==> config.mk <==
export PLATFORM = sky130hd
export DESIGN_NAME = mem_port_arbiter
export DESIGN_NICKNAME = d
export VERILOG_FILES = /design/src/rtl/mem_port_arbiter.sv
export SDC_FILE = /design/constraint.sdc
export NUM_CORES = 1
export LEC_CHECK = 0
export CAP_MARGIN = 20
export CORE_ASPECT_RATIO = 0.8
export CORE_UTILIZATION = 35
export DETAILED_ROUTE_END_ITERATION = 7
export GPL_ROUTABILITY_DRIVEN = 0
export GPL_TIMING_DRIVEN = 0
export PLACE_DENSITY = 0.77
export SYNTH_ARGS = -nofsm -noshare
export SYNTH_HDL_FRONTEND = slang
export SYNTH_SLANG_ARGS = --single-unit
==> constraint.sdc <==
create_clock -name Clk -period 3.3 [get_ports Clk]
set_input_delay 0.495 -clock Clk [delete_from_list [all_inputs] [get_ports Clk]]
set_output_delay 0.495 -clock Clk [all_outputs]
set_load 0.005 [all_outputs]
==> src/rtl/mem_port_arbiter.sv <==
// Shares the single burst memory port between the write-back buffer (LW), the D-cache
// line fill (DL) and the I-cache refill (IL), one whole cache line per transaction.

module mem_port_arbiter #(
    parameter int LINE_WORDS = 8,
    parameter int CNT_W      = 3,
    parameter int STARVE_MAX = 3
) (
    input  logic             Clk,
    input  logic             Rst,

    input  logic             LW_Req_i,
    input  logic             DL_Req_i,
    input  logic             IL_Req_i,
    input  logic [31:0]      LW_Addr_i,
    input  logic [31:0]      DL_Addr_i,
    input  logic [31:0]      IL_Addr_i,
    input  logic [31:0]      LW_WData_i,

    output logic             LW_WReady_o,
    output logic             DL_RValid_o,
    output logic             IL_RValid_o,
    output logic             DL_FirstWord_o,
    output logic             IL_FirstWord_o,
    output logic             LW_Done_o,
    output logic             DL_Done_o,
    output logic             IL_Done_o,
    output logic [31:0]      RData_o,
    output logic [CNT_W-1:0] BeatIdx_o,
    output logic             Busy_o,

    output logic             M_Req_o,
    output logic             M_Write_o,
    output logic [31:0]      M_Addr_o,
    input  logic             M_Ack_i,
    input  logic             M_RValid_i,
    input  logic [31:0]      M_RData_i,
    output logic             M_WValid_o,
    output logic [31:0]      M_WData_o,
    input  logic             M_WReady_i
);

    localparam int               TAG_LSB    = CNT_W + 2;
    localparam logic [CNT_W-1:0] LAST_BEAT  = CNT_W'(LINE_WORDS - 1);
    localparam logic [1:0]       STARVE_LIM = 2'(STARVE_MAX);
    localparam int               OWN_LW     = 0;
    localparam int               OWN_DL     = 1;
    localparam int               OWN_IL     = 2;

    typedef enum logic [2:0] {IDLE, CMD, RDATA, WDATA, DONE} state_t;

    state_t           state_q;
    logic [2:0]       owner_q;
    logic [2:0]       doneMask_q;
    logic [2:0]       done_q;
    logic [31:0]      mAddr_q;
    logic [CNT_W-1:0] startWord_q;
    logic [CNT_W-1:0] cnt_q;
    logic [1:0]       starveCnt_q;
    logic [1:0]       starveCnt_d;
    logic             lastWasDl_q;
    logic             mReq_q;
    logic             mWrite_q;
    logic             mWValid_q;
    logic             busy_q;

    logic             lwEff;
    logic             dlEff;
    logic             ilEff;
    logic             hazard;
    logic             starved;
    logic [2:0]       grant;
    logic             readGrant;
    logic             inRead;
    logic             inWrite;
    logic             beat;
    logic             lastBeat;
    logic             unusedAddrBits;

    // A requester that just finished is ignored for the single IDLE cycle after its Done.
    assign lwEff = LW_Req_i & ~doneMask_q[OWN_LW];
    assign dlEff = DL_Req_i & ~doneMask_q[OWN_DL];
    assign ilEff = IL_Req_i & ~doneMask_q[OWN_IL];

    assign hazard = lwEff &
                    ((dlEff & (DL_Addr_i[31:TAG_LSB] == LW_Addr_i[31:TAG_LSB])) |
                     (ilEff & (IL_Addr_i[31:TAG_LSB] == LW_Addr_i[31:TAG_LSB])));
    assign starved = lwEff & (starveCnt_q == STARVE_LIM);

    always_comb begin
        grant = '0;
        if (hazard || starved) begin
            grant[OWN_LW] = 1'b1;
        end else if (dlEff && ilEff) begin
            if (lastWasDl_q) grant[OWN_IL] = 1'b1;
            else             grant[OWN_DL] = 1'b1;
        end else if (dlEff) begin
            grant[OWN_DL] = 1'b1;
        end else if (ilEff) begin
            grant[OWN_IL] = 1'b1;
        end else if (lwEff) begin
            grant[OWN_LW] = 1'b1;
        end
    end

    assign readGrant = grant[OWN_DL] | grant[OWN_IL];

    always_comb begin
        starveCnt_d = starveCnt_q;
        if (!LW_Req_i) begin
            starveCnt_d = '0;
        end else if (state_q == IDLE && grant[OWN_LW]) begin
            starveCnt_d = '0;
        end else if (state_q == IDLE && readGrant && starveCnt_q != STARVE_LIM) begin
            starveCnt_d = starveCnt_q + 2'd1;
        end
    end

    assign inRead   = (state_q == RDATA);
    assign inWrite  = (state_q == WDATA);
    assign beat     = (inRead & M_RValid_i) | (inWrite & M_WReady_i);
    assign lastBeat = beat & (cnt_q == LAST_BEAT);

    // Reads go critical-word-first from the requested word; write-backs always start at word 0.
    always_ff @(posedge Clk) begin
        if (Rst) begin
            state_q     <= IDLE;
            owner_q     <= '0;
            doneMask_q  <= '0;
            done_q      <= '0;
            mAddr_q     <= '0;
            startWord_q <= '0;
            cnt_q       <= '0;
            starveCnt_q <= '0;
            lastWasDl_q <= 1'b0;
            mReq_q      <= 1'b0;
            mWrite_q    <= 1'b0;
            mWValid_q   <= 1'b0;
            busy_q      <= 1'b0;
        end else begin
            starveCnt_q <= starveCnt_d;
            doneMask_q  <= (state_q == DONE) ? owner_q : 3'b000;
            case (state_q)
                IDLE: begin
                    if (|grant) begin
                        owner_q  <= grant;
                        mReq_q   <= 1'b1;
                        mWrite_q <= grant[OWN_LW];
                        busy_q   <= 1'b1;
                        state_q  <= CMD;
                        if (grant[OWN_LW]) begin
                            mAddr_q     <= {LW_Addr_i[31:TAG_LSB], {TAG_LSB{1'b0}}};
                            startWord_q <= '0;
                        end else if (grant[OWN_DL]) begin
                            mAddr_q     <= {DL_Addr_i[31:2], 2'b00};
                            startWord_q <= DL_Addr_i[TAG_LSB-1:2];
                            lastWasDl_q <= 1'b1;
                        end else begin
                            mAddr_q     <= {IL_Addr_i[31:2], 2'b00};
                            startWord_q <= IL_Addr_i[TAG_LSB-1:2];
                            lastWasDl_q <= 1'b0;
                        end
                    end
                end
                CMD: begin
                    cnt_q <= '0;
                    if (M_Ack_i) begin
                        mReq_q <= 1'b0;
                        if (mWrite_q) begin
                            mWValid_q <= 1'b1;
                            state_q   <= WDATA;
                        end else begin
                            state_q   <= RDATA;
                        end
                    end
                end
                RDATA, WDATA: begin
                    if (lastBeat) begin
                        mWValid_q <= 1'b0;
                        done_q    <= owner_q;
                        state_q   <= DONE;
                    end else if (beat) begin
                        cnt_q <= cnt_q + 1'b1;
                    end
                end
                DONE: begin
                    done_q  <= '0;
                    busy_q  <= 1'b0;
                    state_q <= IDLE;
                end
                default: state_q <= IDLE;
            endcase
        end
    end

    assign M_Req_o        = mReq_q;
    assign M_Write_o      = mWrite_q;
    assign M_Addr_o       = mAddr_q;
    assign M_WValid_o     = mWValid_q;
    assign M_WData_o      = mWValid_q ? LW_WData_i : 32'd0;
    assign Busy_o         = busy_q;

    assign LW_Done_o      = done_q[OWN_LW];
    assign DL_Done_o      = done_q[OWN_DL];
    assign IL_Done_o      = done_q[OWN_IL];

    assign RData_o        = inRead ? M_RData_i : 32'd0;
    assign DL_RValid_o    = inRead & owner_q[OWN_DL] & M_RValid_i;
    assign IL_RValid_o    = inRead & owner_q[OWN_IL] & M_RValid_i;
    assign DL_FirstWord_o = DL_RValid_o & (cnt_q == '0);
    assign IL_FirstWord_o = IL_RValid_o & (cnt_q == '0);
    assign LW_WReady_o    = inWrite & M_WReady_i;
    assign BeatIdx_o      = (inRead || inWrite) ? (startWord_q + cnt_q) : '0;

    // Byte and word offsets below line granularity do not steer anything for these inputs.
    assign unusedAddrBits = ^{LW_Addr_i[TAG_LSB-1:0], DL_Addr_i[1:0], IL_Addr_i[1:0]};

endmodule
==> results of run 1 <==
-- tightest hold or removal path, stage by stage, from the launching register on --
cell and delay [ns]:
dfxtp_1 0.33, nand2_1 0.06, o221ai_2 0.05
-- layout make-up --
class                   count  share of cell area [%]
multi-input cells         352                    37.7
plain buffers              26                    2.01
flip-flops and latches     51                    14.9
well taps                 140                    2.56
repair buffers            266                    38.8
clock buffers               5                    1.83
clock inverters             3                   0.274
inverters                  34                    1.86
-- synth_stat cells, types with 3 or more instances --
library cell and instances:
nor2_1 15, a21o_1 4, a21oi_1 14, o221ai_1 8, nor4_1 13, nand2b_1 3, nor2b_1 3, xor2_1 24
inv_1 34, dfxtp_1 51, or3_1 3, o221ai_2 20, clkbuf_1 19, xnor2_1 32, nand2_1 45, nand4_1 15
and3_1 3, mux2i_1 33, nand4b_1 4, ha_1 5, and2_1 71, nor3_1 4, o21ai_0 9
-- worst min-delay path by stage --
stage / slack (ns) / from / depth (start not counted) / end
after floorplan: 0.45 / Busy_o$_SDFFE_PP0P_ / 2 / Busy_o$_SDFFE_PP0P_
after global placement: 0.44 / Busy_o$_SDFFE_PP0P_ / 2 / Busy_o$_SDFFE_PP0P_
after detailed placement: 0.45 / M_Addr_o[10]$_SDFFE_PP0P_ / 2 / M_Addr_o[10]$_SDFFE_PP0P_
after CTS: 0.46 / M_Addr_o[10]$_SDFFE_PP0P_ / 2 / M_Addr_o[10]$_SDFFE_PP0P_
after global routing: 0.48 / Busy_o$_SDFFE_PP0P_ / 2 / Busy_o$_SDFFE_PP0P_
final: 0.46 / M_Addr_o[17]$_SDFFE_PP0P_ / 2 / M_Addr_o[17]$_SDFFE_PP0P_
-- per-stage QoR --
stage | area, µm² | setup WS, ns | utilization [%] | total power, µW | std cells
5_1_grt | 6860 | 0.0600 | 65.4 | 2040 | 877
3_3_place_gp | 6710 | 0.240 | 64.0 | 1410 | 869
3_5_place_dp | 6710 | 0.219 | 64.0 | 1420 | 869
6_report | 6860 | 0.321 | 65.4 | 1950 | 877
2_1_floorplan | 3870 | 1.03 | - | 987 | 463
4_1_cts | 6850 | 0.195 | 65.3 | 1940 | 877
-- routing by layer --
metal | wire length, µm | global-route usage, % | up-vias
met4 | 213 | 5.10 | 0
met5 | 0 | 0 | -
li1 | - | - | 2144
met1 | 6970 | 35.4 | 2058
met3 | 1320 | 5.75 | 31
met2 | 7040 | 40.2 | 232
-- placed cells by master (no fill, tap or decap), types with 2 or more instances in the layout --
cell / instances
a21o_1: 4
a21oi_1: 14
a221oi_1: 2
and2_1: 71
and3_1: 3
buf_2: 2
buf_4: 2
buf_8: 2
clkbuf_1: 19
clkbuf_16: 5
clkdlybuf4s50_1: 266
clkinv_2: 2
conb_1: 2
dfxtp_1: 51
ha_1: 5
inv_1: 34
mux2i_1: 33
nand2_1: 45
nand2b_1: 3
nand4_1: 15
nand4b_1: 4
nor2_1: 14
nor2b_1: 3
nor3_1: 4
nor4_1: 13
o21ai_0: 9
o221ai_1: 8
o221ai_2: 20
o41ai_1: 2
or3_1: 3
or4_1: 2
xnor2_1: 32
xor2_1: 24
-- power breakdown --
part	total [µW]	switching [µW]	internal [µW]
clock	528	246	282
combinational	714	310	404
sequential	704	35.1	668
total	1950	591	1350
-- flip-flops by register name (all words and copies together), names as in the netlist --
signal / cells
M_Addr_o: 28
state_q: 3
lastWasDl_q: 1
startWord_q: 2
M_Req_o: 1
doneMask_q: 3
Busy_o: 1
owner_q: 3
starveCnt_q: 2
M_WValid_o: 1
done_q: 3
cnt_q: 3
-- kinds of logic after synthesis --
| logic type | Yosys count |
|---|---|
| AO/OA/AOI/OAI | 66 |
| buffers and inverters | 60 |
| other | 1 |
| XOR/XNOR | 56 |
| flip-flops | 51 |
| multiplexers | 33 |
| AND/OR/NAND/NOR | 189 |
| adder cells (fa/ha/maj) | 6 |
==> results.sh, run 1 <==
export IMPL_status="complete, no violations"
export IMPL_die_area_um2=11500
export IMPL_regArea_um2=1020
export IMPL_crit_path_start_kind="input pin"
export IMPL_clockBufferDepth=2
export IMPL_via_per_inst=5.09
export IMPL_grt_ovfl_total=0
export IMPL_ys_warn_count=0
export IMPL_yosysTopAreaCell="dfxtp_1"
export IMPL_antenna_found_initial=0
export IMPL_tns_ns=0
export IMPL_synthToLayoutAreaGrowth_pct=77.3
export IMPL_synth_top_cell_area_share_pct=26.4
export IMPL_ys_dominant_reg_cell="dfxtp_1"
export IMPL_max_freq_mhz=336
export IMPL_mappedNetlistArea_um2=3870
export IMPL_synthMuxAreaShare_pct=8.54
export IMPL_crit_buf_inv=3
export IMPL_core_um2=10500
export IMPL_htree_levels=2
export IMPL_cts_buffers=5
export IMPL_worst_pin_slew_ns=0.861
export IMPL_min_period_ns=2.98
export IMPL_grt_max_degree=17
export IMPL_setup_violations=0
export IMPL_ys_async_sr_fraction_pct=0
export IMPL_drtIter0Drc=408
export IMPL_max_vdd_ir_drop_mv=0.228
export IMPL_ys_ff_latch=51
export IMPL_dieHeight_um=96.0
export IMPL_synthSimpleGateAreaFrac_pct=27.4
export IMPL_rsz0062_at_grt="false"
export IMPL_ff2ff_setup_slack_ns=0.79
export IMPL_numPortBuffers=266
export IMPL_r2r_start="doneMask_q[1]$_SDFF_PP0_"
export IMPL_num_io_pins=279
export IMPL_wl_per_cell_um=17.7
export IMPL_grt_use_total_pct=25.4
export IMPL_n_antenna_cell=0
export IMPL_cts_tree="done"
export IMPL_path_cells="clkdlybuf4s50_1 > xnor2_1 > nand4_1 > nor4_1 > a221oi_2 > a211o_1 > buf_6 > buf_8 > o221ai_2"
export IMPL_hold_class="flop to flop"
export IMPL_drv_slew=0
export IMPL_ant_nets=0
export IMPL_period_share_pct=90.3
export IMPL_clk_pin_slew_ns=0.07
export IMPL_powerDensity_nw_per_um2=284
export IMPL_drive_gt1_share_pct=5.97
export IMPL_dieWidth_um=120
export IMPL_clock_root_buffer="clkbuf_16"
export IMPL_cp_slowest_stage_delay_ns=0.53
export IMPL_synth_top_family_by_area="simple AND/OR/NAND/NOR gates"
export IMPL_hold_slack_ns=0.464
export IMPL_cp_required_ns=3.52
export IMPL_max_cap_violations=0
export IMPL_rows=33
export IMPL_nNetsFinal=910
export IMPL_endpoint="M_Addr_o[29]$_SDFFE_PP0P_"
export IMPL_dr_pass1_iters=5
export IMPL_synth_xor_area_share_pct=12.7
export IMPL_reg2reg_to="M_Addr_o[9]$_SDFFE_PP0P_"
export IMPL_r2r_cells=7
export IMPL_synth_cell_types=47
export IMPL_syn_inst=462
export IMPL_clk_latency_ns=0.29
export IMPL_cp_depth=9
export IMPL_hold_buffers=0
export IMPL_crit_path_end_kind="flop"
export IMPL_crit_family="buffers and inverters"
export IMPL_slew_headroom_pct=42.6
export IMPL_cts_setup_buffers=0
export IMPL_arrival_ns=3.20
export IMPL_yosys_top_cells_area="dfxtp_1, and2_1, mux2i_1, o221ai_2, xnor2_1"
export IMPL_worstSetupStartpoint="LW_Addr_i[10]"
export IMPL_clkSinkCount=51
export IMPL_dp_hpwl_um=13000
export IMPL_synth_compound_area_share_pct=15.9
export IMPL_finalHoldViolCount=0
export IMPL_start_util_pct=36.9
export IMPL_synth_edff_count=0
export IMPL_power_leakage_uw=0.00268
export IMPL_avgSynthCellArea_um2=8.37
export IMPL_ys_seq_area_share_pct=26.4
export IMPL_cts_resized=0
export IMPL_grt_pass1_vias=4292
export IMPL_grt_pass1_wl_um=22600
export IMPL_vias=4465
export IMPL_multi_input_area_um2=2590
export IMPL_drc=0
export IMPL_wirelength_um=15500
export IMPL_slowest_stage="nor4_1"
export IMPL_yosys_area_share_adder_pct=2.14
export IMPL_critPathMaxFanout=10
export IMPL_fill_cells=898
export IMPL_path_class="input pin to flop"
export IMPL_skew_ns=0.00814
Power figures use the tool's default switching activity.
==> run 2, diff against run 1 <==
Settings changed: SLEW_MARGIN from default to 40.
==> results of run 2 <==
Same layout as run 1: the final DEF is identical, and so are final timing and power.
==> run 3, diff against run 2 <==
Settings changed: CORE_MARGIN from default to 1.
Clock period 3.3 ns to 3.2 ns, I/O delays scaled along.
==> run 3 against run 2 <==
Effect of this change: count of clock-buffer cells in the layout is the same; critical path type is now flop to output port; via count fell by 0.38%; non-clock buffer count unchanged.
==> results.sh, run 3 (synthesized netlist as in run 1, its figures left out) <==
export IMPL_arrival_ns=2.43
export IMPL_max_freq_mhz=343
export IMPL_core_um2=10500
export IMPL_synthToLayoutAreaGrowth_pct=77.3
export IMPL_numPortBuffers=266
export IMPL_clk_latency_ns=0.29
export IMPL_setup_violations=0
export IMPL_die_area_um2=11500
export IMPL_hold_class="flop to flop"
export IMPL_slowest_stage="clkdlybuf4s50_1"
export IMPL_num_io_pins=279
export IMPL_clkSinkCount=51
export IMPL_grt_pass1_vias=4292
export IMPL_grt_ovfl_total=0
export IMPL_max_vdd_ir_drop_mv=0.235
export IMPL_critPathMaxFanout=10
export IMPL_finalPower_uw=2010
export IMPL_via_per_inst=5.07
export IMPL_final_common_cell="clkdlybuf4s50_1"
export IMPL_dr_pass1_iters=5
export IMPL_cp_slowest_stage_delay_ns=0.49
export IMPL_largest_reg_flops=28
export IMPL_drtIter0Drc=418
export IMPL_cts_setup_buffers=0
export IMPL_power_leakage_uw=0.00268
export IMPL_start_util_pct=36.9
export IMPL_max_cap_violations=0
export IMPL_finalHoldViolCount=0
export IMPL_wl_per_cell_um=17.7
export IMPL_rows=33
export IMPL_clockBufferDepth=2
export IMPL_crit_top_cell="clkbuf_1"
export IMPL_min_period_ns=2.91
export IMPL_htree_levels=2
export IMPL_clock_root_buffer="clkbuf_16"
export IMPL_dp_hpwl_um=13000
export IMPL_grt_max_degree=17
export IMPL_clk_pin_slew_ns=0.07
export IMPL_powerDensity_nw_per_um2=293
export IMPL_vias=4448
export IMPL_cts_buffers=5
export IMPL_dieHeight_um=96.0
export IMPL_grt_pass1_wl_um=22600
export IMPL_skew_ns=0.00719
export IMPL_n_antenna_cell=0
export IMPL_final_cell_mix="clkdlybuf4s50_1, and2_1, dfxtp_1, nand2_1, inv_1"
export IMPL_period_share_pct=91.0
export IMPL_wirelength_um=15500
export IMPL_grt_use_total_pct=25.4
export IMPL_antenna_found_initial=0
export IMPL_slew_headroom_pct=41.1
export IMPL_drv_slew=0
export IMPL_status="complete, no violations"
export IMPL_tns_ns=0
export IMPL_fill_cells=899
export IMPL_cts_tree="done"
export IMPL_crit_path_start_kind="flop"
export IMPL_path_class="flop to output port"
export IMPL_drc=0
export IMPL_dieWidth_um=120
export IMPL_cp_required_ns=2.72
export IMPL_nNetsFinal=910
export IMPL_drive_gt1_share_pct=6.11
export IMPL_crit_path_end_kind="output port"
export IMPL_rsz0062_at_grt="false"
export IMPL_path_cells="clkbuf_1 > nand2b_1 > nor2_2 > clkbuf_1 > and2_1 > clkdlybuf4s50_1"
export IMPL_ant_nets=0
export IMPL_worst_pin_slew_ns=0.883
[run 3: changes by cell type in the layout (fill, tap and decap cells not counted)]
cell	change
clkbuf_2	+1
clkbuf_1	-1
[run 3: final timing paths]
path / start / to / slack [ns] / cells after the start
setup / recovery: state_q[1]$_SDFFE_PP0P_ / RData_o[2] / 0.29 / 6
hold / removal: M_Addr_o[17]$_SDFFE_PP0P_ / M_Addr_o[17]$_SDFFE_PP0P_ / 0.46 / 2
setup reg to reg: doneMask_q[1]$_SDFF_PP0_ / M_Addr_o[9]$_SDFFE_PP0P_ / 0.70 / 7
hold reg to reg: M_Addr_o[17]$_SDFFE_PP0P_ / M_Addr_o[17]$_SDFFE_PP0P_ / 0.46 / 2
[run 3: power by group]
group | internal (µW) | total (µW) | switching [µW]
Combinational | 417 | 737 | 320
Clock | 291 | 546 | 255
Sequential | 689 | 725 | 36.0
Total | 1400 | 2010 | 611
[run 3: what timing repair did]
action                                 CTS  global route
setup endpoints to repair                0            30
resized for setup                        0             3
hold buffers                             0             0
endpoints found under the hold margin    0             0
[run 3: metrics by stage]
step	util [%]	setup slack (ns)	instance area [µm²]	hold slack, ns	cells
after detailed placement	64.0	0.134	6710	0.448	869
after global routing	65.4	0.0555	6860	0.478	877
after global placement	64.0	0.155	6710	0.444	869
after floorplan	-	0.950	3870	0.445	463
after CTS	65.3	0.110	6850	0.465	877
final	65.4	0.288	6860	0.464	877
[run 3: final cells by class]
| type | count | area (µm²) | share of cell area, % |
|---|---|---|---|
| inverters | 34 | 128 | 1.86 |
| clock inverters | 3 | 18.8 | 0.274 |
| plain buffers | 26 | 139 | 2.03 |
| well taps | 140 | 175 | 2.55 |
| clock buffers | 5 | 125 | 1.82 |
| flip-flops and latches | 51 | 1020 | 14.9 |
| repair buffers | 266 | 2660 | 38.8 |
| multi-input cells | 352 | 2590 | 37.7 |
[run 3: routing by layer]
layer	vias to the layer above	part of all wire (%)	wire length (µm)	track usage [%]
met3	15	8.6	1330	5.75
met2	204	46	7150	40.2
met5	-	0	0	0
met1	2087	44	6890	35.4
li1	2142	-	-	-
met4	0	0.72	112	5.10
[run 3: critical path, delay by kind of cell (launching register included)]
family,cells,cell delay (ns)
flops,1,0.31
simple gates,3,0.74
buf+inv,3,1.08
